File: config.mk
export PLATFORM = sky130hd
export DESIGN_NAME = sram_frame_reader
export DESIGN_NICKNAME = d
export VERILOG_FILES = /design/src/rtl/final385_pkg.sv /design/src/rtl/pixel_fifo.sv /design/src/rtl/sram_frame_reader.sv
export SDC_FILE = /design/constraint.sdc
export NUM_CORES = 1
export LEC_CHECK = 0
export CORE_MARGIN = 4
export CORE_UTILIZATION = 25
export DETAILED_ROUTE_END_ITERATION = 8
export GPL_ROUTABILITY_DRIVEN = 0
export SYNTH_ARGS = -nofsm -noshare
export SYNTH_HDL_FRONTEND = slang
export SYNTH_SLANG_ARGS = --single-unit
File: constraint.sdc
create_clock -name clk_clk -period 4.3 [get_ports clk_clk]
set_input_delay 0.645 -clock clk_clk [delete_from_list [all_inputs] [get_ports clk_clk]]
set_output_delay 0.645 -clock clk_clk [all_outputs]
set_load 0.01 [all_outputs]
File: src/rtl/final385_pkg.sv
// Shared widths, defaults and state type for the SRAM frame reader.
package final385_pkg;

  localparam int SRAM_AW = 20;
  localparam int SRAM_DW = 16;

  localparam int                 DEFAULT_FRAME_WORDS = 307200;
  localparam logic [SRAM_AW-1:0] DEFAULT_BASE_ADDR   = 20'h00000;

  typedef enum logic [1:0] {
    IDLE,
    REQ,
    READ,
    DONE
  } reader_state_t;

endpackage

File: src/rtl/pixel_fifo.sv
// Synchronous pixel FIFO: push/pop/flush, combinational head, zero head when empty.
module pixel_fifo
  import final385_pkg::*;
#(
  parameter int DEPTH = 16
) (
  input  logic                     clk,
  input  logic                     rst_n,
  input  logic                     flush,
  input  logic                     push,
  input  logic [SRAM_DW-1:0]       push_data,
  input  logic                     pop,
  output logic [SRAM_DW-1:0]       head,
  output logic [$clog2(DEPTH):0]   count,
  output logic                     empty,
  output logic                     full
);

  localparam int AW = $clog2(DEPTH);
  localparam int CW = AW + 1;

  logic [SRAM_DW-1:0] mem [DEPTH];
  logic [AW-1:0]      rd_ptr;
  logic [AW-1:0]      wr_ptr;
  logic               do_push;
  logic               do_pop;

  assign empty   = (count == '0);
  assign full    = (count == CW'(DEPTH));
  assign do_pop  = pop && !empty;
  assign do_push = push && (!full || do_pop);
  assign head    = empty ? '0 : mem[rd_ptr];

  // Storage array is written on every accepted push; contents need no reset.
  always_ff @(posedge clk) begin
    if (do_push && !flush) begin
      mem[wr_ptr] <= push_data;
    end
  end

  // Pointers and occupancy; a flush empties the FIFO and wins over push/pop.
  always_ff @(posedge clk or negedge rst_n) begin
    if (!rst_n) begin
      rd_ptr <= '0;
      wr_ptr <= '0;
      count  <= '0;
    end else if (flush) begin
      rd_ptr <= '0;
      wr_ptr <= '0;
      count  <= '0;
    end else begin
      if (do_push) begin
        wr_ptr <= wr_ptr + 1'b1;
      end
      if (do_pop) begin
        rd_ptr <= rd_ptr + 1'b1;
      end
      case ({do_push, do_pop})
        2'b10:   count <= count + 1'b1;
        2'b01:   count <= count - 1'b1;
        default: count <= count;
      endcase
    end
  end

endmodule

File: src/rtl/sram_frame_reader.sv
// Reads one frame of 16-bit pixels from shared SRAM into a small FIFO for the VGA pipeline.
module sram_frame_reader
  import final385_pkg::*;
#(
  parameter logic [SRAM_AW-1:0] BASE_ADDR   = DEFAULT_BASE_ADDR,
  parameter int                 FRAME_WORDS = DEFAULT_FRAME_WORDS,
  parameter int                 FIFO_DEPTH  = 16,
  parameter int                 READ_WAIT   = 1
) (
  input  logic               clk_clk,
  input  logic               reset_reset_n,
  input  logic               frame_start,
  output logic               bus_req,
  input  logic               bus_gnt,
  output logic [SRAM_AW-1:0] sram_ADDR,
  input  logic [SRAM_DW-1:0] sram_DQ_in,
  output logic               sram_CE_N,
  output logic               sram_OE_N,
  output logic               sram_WE_N,
  output logic               sram_LB_N,
  output logic               sram_UB_N,
  output logic               pix_valid,
  input  logic               pix_ready,
  output logic [SRAM_DW-1:0] pix_data,
  output logic               frame_done,
  output logic               underflow
);

  localparam int                 CW        = $clog2(FIFO_DEPTH) + 1;
  localparam int                 WW        = $clog2(READ_WAIT + 1);
  localparam logic [WW-1:0]      WAIT_LAST = WW'(READ_WAIT);
  localparam logic [SRAM_AW-1:0] LAST_WORD = SRAM_AW'(FRAME_WORDS - 1);

  reader_state_t      state;
  logic [SRAM_AW-1:0] word_cnt;
  logic [WW-1:0]      wait_cnt;
  logic               strobe_n;

  logic [CW-1:0]      fifo_count;
  logic               fifo_empty;
  logic               fifo_full;
  logic               fifo_pop;
  logic               fifo_push;
  logic               word_last_edge;
  logic               room_after_push;

  // All four active-low strobes move together; the reader never writes.
  assign sram_CE_N = strobe_n;
  assign sram_OE_N = strobe_n;
  assign sram_LB_N = strobe_n;
  assign sram_UB_N = strobe_n;
  assign sram_WE_N = 1'b1;

  assign pix_valid = !fifo_empty;
  assign fifo_pop  = pix_ready && !fifo_empty;

  // The word completes on the edge that ends its final hold cycle, provided we still own the bus.
  assign word_last_edge = (state == READ) && bus_gnt && (wait_cnt == WAIT_LAST);
  assign fifo_push      = word_last_edge && !frame_start;

  // A back-to-back word may start only if the FIFO will still have a free slot after this push.
  assign room_after_push = fifo_pop || (fifo_count < CW'(FIFO_DEPTH - 1));

  pixel_fifo #(
    .DEPTH(FIFO_DEPTH)
  ) u_fifo (
    .clk      (clk_clk),
    .rst_n    (reset_reset_n),
    .flush    (frame_start),
    .push     (fifo_push),
    .push_data(sram_DQ_in),
    .pop      (fifo_pop),
    .head     (pix_data),
    .count    (fifo_count),
    .empty    (fifo_empty),
    .full     (fifo_full)
  );

  // Reader FSM with address counter and registered bus/strobe outputs; frame_start overrides everything.
  always_ff @(posedge clk_clk or negedge reset_reset_n) begin
    if (!reset_reset_n) begin
      state      <= IDLE;
      word_cnt   <= '0;
      wait_cnt   <= '0;
      bus_req    <= 1'b0;
      strobe_n   <= 1'b1;
      sram_ADDR  <= '0;
      frame_done <= 1'b0;
    end else if (frame_start) begin
      state      <= REQ;
      word_cnt   <= '0;
      wait_cnt   <= '0;
      bus_req    <= 1'b1;
      strobe_n   <= 1'b1;
      frame_done <= 1'b0;
    end else begin
      case (state)
        IDLE: begin
          bus_req  <= 1'b0;
          strobe_n <= 1'b1;
        end
        REQ: begin
          bus_req  <= 1'b1;
          strobe_n <= 1'b1;
          if (bus_gnt && !fifo_full) begin
            state     <= READ;
            sram_ADDR <= BASE_ADDR + word_cnt;
            strobe_n  <= 1'b0;
            wait_cnt  <= '0;
          end
        end
        READ: begin
          if (!bus_gnt) begin
            state    <= REQ;
            strobe_n <= 1'b1;
            wait_cnt <= '0;
          end else if (wait_cnt != WAIT_LAST) begin
            wait_cnt <= wait_cnt + 1'b1;
          end else begin
            word_cnt <= word_cnt + 20'd1;
            wait_cnt <= '0;
            if (word_cnt == LAST_WORD) begin
              state      <= DONE;
              bus_req    <= 1'b0;
              strobe_n   <= 1'b1;
              frame_done <= 1'b1;
            end else if (room_after_push) begin
              sram_ADDR <= BASE_ADDR + word_cnt + 20'd1;
            end else begin
              state    <= REQ;
              strobe_n <= 1'b1;
            end
          end
        end
        DONE: begin
          bus_req  <= 1'b0;
          strobe_n <= 1'b1;
        end
        default: begin
          state    <= IDLE;
          bus_req  <= 1'b0;
          strobe_n <= 1'b1;
        end
      endcase
    end
  end

  // Sticky underflow flag: consumer asked for a pixel while none was available.
  always_ff @(posedge clk_clk or negedge reset_reset_n) begin
    if (!reset_reset_n) begin
      underflow <= 1'b0;
    end else if (frame_start) begin
      underflow <= 1'b0;
    end else if (pix_ready && fifo_empty) begin
      underflow <= 1'b1;
    end
  end

endmodule
==> summary.md <==
| Metric | Value |
|---|---|
| Status | finished, final reports clean |
| Vias per cell | 4.426 |
| Reg power frac | 0.451 |
| Worst EP required | ~3.7 ns |
| Clock-pin slew on the worst setup and hold paths | around 0.06 ns |
| # fillers | 5055 |
| Peak VDD IR | 287.3 µV |
| CP Capture Type | primary output |
| IO Pins | 66 |
| Critical path fanouts, max | 18 |
| Post-synth EDFFs | about 260 |
| R2R cell count | 10 |
| TritonCTS clock tree | built |
| Prevailing post-synth register cell | edfxtp_1 |
| Post-Route WL | 28390 µm |
| Root Driver | clkbuf_16 |
| CTS Buf Count | 34 |
| Critical R2R Capture | u_fifo.count[4] |
| Average wire per standard cell | roughly 18 µm |
| Vias in the first global route | approximately 7100 |
| First-pass GRT wire length | 43600 µm |
| Layout Area Growth over Synthesis | 20.42% |
| Slew at the pin closest to its max-slew limit | 0.8915 ns |
| Fin util | 0.3038 |
| Int Power | 5622 µW |
| Pwr Density | 472.8 nW/µm² |
| Cell Area, Synth | 13230 µm² |
| Initial antenna violation count | 2 |
| TritonCTS sink count | around 320 |
| Slew margin rel. | 0.4042 |
| Hpwl dp | 17220 µm |
| Commonest non-fill, non-tap cell in the layout | edfxtp_1 |
| Hold WC Path Type | primary input to asynchronous set/reset pin |
| Slowest cell delay on critical path | 0.69 ns |
| Post-CTS Setup Bufs | 0 |
| First-pass detailed-route iteration total | 5 |
| Vias | just under 7000 |
| Slowest cell on crit path | nand2_1 |
| Distinct cells, synth | 55 |
| Switching Power | 1912 µW |
| Fin. Hold Viols | 0 |
| Clk pwr share | 0.373 |
| Die X-Extent | 238.1 µm |
| P_leak | 0.005219 µW |
| Hold_ws | 0.1931 ns |
| Flops & latches, synth | around 320 |
| Final Net Count | 853 |
| RR Startpoint | u_fifo.count[0] |
| Post-layout min period | 3.766 ns |
| Setup Total Neg Slack | 0 ns |
| Warnings from Yosys | 0 |
| Share of layout cells above drive strength 1 | 0.2609 |
| CP arrival | between 3 and 4 ns |
| Cell count after synthesis | 731 |
| DIE AREA | 56670 µm² |
| Final worst slack | 0.5342 ns |
| IO Port Bufs | 64 |
| Total GRT Usage | 0.09912 |
| Commonest non-fill, non-tap cells in the layout | edfxtp_1, mux4_2, clkdlybuf4s50_1 |
| Drc violations | 0 |
| FP Rows | 84 |
| Post-DRT Antenna Nets | 0 |
| Worst reg2reg setup slack | roughly 1.3 ns |
| MaxCap Viol Count | 0 |
| Syn Area/Cell | around 18 µm² |
| Post-synth net total | roughly 760 |
| Setup violators final | 0 |
| Pins Over Slew Limit | 0 |
| Switching Share | 0.2538 |
| Fraction of registers with async set/reset | 0.1899 |
| Max Clock Freq | 265.6 MHz |
| DIE HEIGHT | 238.1 µm |
| Core Box Area | 52450 µm² |
| RSZ-0062 raised after global routing | false |
| Period utilization | 0.8758 |
| Worst-Skew Late Latency | around 0.53 ns |
| # resized after CTS | 0 |
| Sequential fraction of the synthesis area | 0.6946 |
| Worst setup SP type | flop |
| Comb pwr share | 0.176 |
| Drt first-iter violations | 568 |
| H-tree levels | 2 |
| Hold-fix buffers, CTS | 0 |
| CP cell instances | nor4_2 > nand2_1 > and2_1 > clkdlybuf4s50_1 |
| CP Class | flop to primary output |
| Grt ovf | 0 |
| Clock Skew | ~0.02 ns |
| Largest net degree at the start of global routing | slightly below 70 |
| Longest Clk Path Bufs | 3 |
| Initial Utilization | 0.2523 |
| Post-place setup slack | 0.9107 ns |
## power groups by stage
stage	combinational (µW)	clock [µW]	sequential (µW)
5_1_grt	1450	3020	3400
6_report	1330	2810	3400
2_1_floorplan	889	0	3440
3_5_place_dp	1350	0	3460
4_1_cts	1360	2890	3400
3_3_place_gp	1350	0	3460
## worst max-delay path: cells and delay by family, from the launching register on
family	cells	cell delay [ns]
flip-flops	1	0.46
AND/OR/NAND/NOR	3	1.60
buffers and inverters	1	0.54
## routing by layer
| metal | vias to the layer above | track usage | wire length (µm) |
|---|---|---|---|
| li1 | 3031 | - | - |
| met1 | 3567 | 0.1287 | 12030 |
| met2 | 153 | 0.1670 | 14060 |
| met3 | 46 | 0.02173 | 1586 |
| met4 | 2 | 0.03078 | 699 |
| met5 | - | 0 | 17 |
## kinds of logic (layout without fill, tap and decap cells)
group | after synthesis | after routing | share of synthesized area
adders and majority gates | 10 | 10 | 0.01002
muxes | 106 | 106 | 0.1638
AOI/OAI and AO/OA | 35 | 35 | 0.01683
other | 1 | 2 | 0.0002834
xor gates and xnor gates | 42 | 42 | 0.02780
and+or+nand+nor | 169 | 169 | 0.06771
DFF | 316 | 316 | 0.6946
buffers and inverters | 52 | 168 | 0.01901
## stage by stage
| stage | instances | total power (µW) | area, µm² |
|---|---|---|---|
| finish | 1536 | 7534 | 15930 |
| global route | 1536 | 7872 | 15930 |
| global placement | 1474 | 4807 | 14840 |
| floorplan | 731 | 4330 | 13230 |
| detailed placement | 1474 | 4815 | 14840 |
| CTS | 1535 | 7648 | 15930 |
## worst max path at each step
stage	start	to	slack [ns]	depth (start not counted)
5_1_grt	u_fifo.count[0]	pix_data[0]	0.28	4
3_3_place_gp	bus_gnt	u_fifo.mem[1][8]	0.97	7
4_1_cts	u_fifo.count[1]	pix_data[0]	0.46	4
6_report	u_fifo.count[0]	pix_data[0]	0.53	4
3_5_place_dp	bus_gnt	u_fifo.mem[1][8]	0.91	7
2_1_floorplan	bus_gnt	u_fifo.mem[0][0]	1.38	4
## cell usage after synthesis, types with 4 or more instances
| cell | n | area share |
|---|---|---|
| mux2_1 | 4 | 0.0034 |
| and2_1 | 18 | 0.0085 |
| o21ai_0 | 5 | 0.0019 |
| dfrtp_1 | 59 | 0.11 |
| nand3_1 | 10 | 0.0038 |
| mux4_2 | 80 | 0.14 |
| nor2_1 | 60 | 0.017 |
| nor4_2 | 4 | 0.0038 |
| or3_1 | 4 | 0.0019 |
| mux2_4 | 20 | 0.023 |
| buf_2 | 9 | 0.0034 |
| nand2_1 | 28 | 0.0079 |
| xor2_1 | 21 | 0.014 |
| inv_1 | 9 | 0.0026 |
| buf_6 | 4 | 0.0034 |
| buf_4 | 4 | 0.0023 |
| nand2b_1 | 8 | 0.0038 |
| nor3_1 | 5 | 0.0019 |
| clkbuf_1 | 21 | 0.0060 |
| buf_1 | 4 | 0.0011 |
| xnor2_1 | 21 | 0.014 |
| a21oi_1 | 13 | 0.0049 |
| nand4_1 | 13 | 0.0061 |
| ha_1 | 9 | 0.0085 |
| edfxtp_1 | 256 | 0.58 |
## final cells by class
type	count	area [µm²]	area share
Sequential cell	316	9195	0.5771
Multi-Input combinational cell	363	3830	0.2404
Timing Repair Buffer	97	920.9	0.05780
Clock buffer	38	875.8	0.05497
Tap cell	688	860.8	0.05403
Clock inverter	23	210.2	0.01319
Inverter	10	37.54	0.002356
Antenna cell	1	2.502	0.0001571
## state kept, by name (all words and copies together), names as in the netlist
name           count
u_fifo.count       5
underflow          1
u_fifo.mem       256
sram_CE_N          1
wait_cnt           1
state              2
sram_ADDR         20
word_cnt          20
frame_done         1
bus_req            1
u_fifo.rd_ptr      4
u_fifo.wr_ptr      4
No activity file was read; power rests on OpenSTA's default activity.
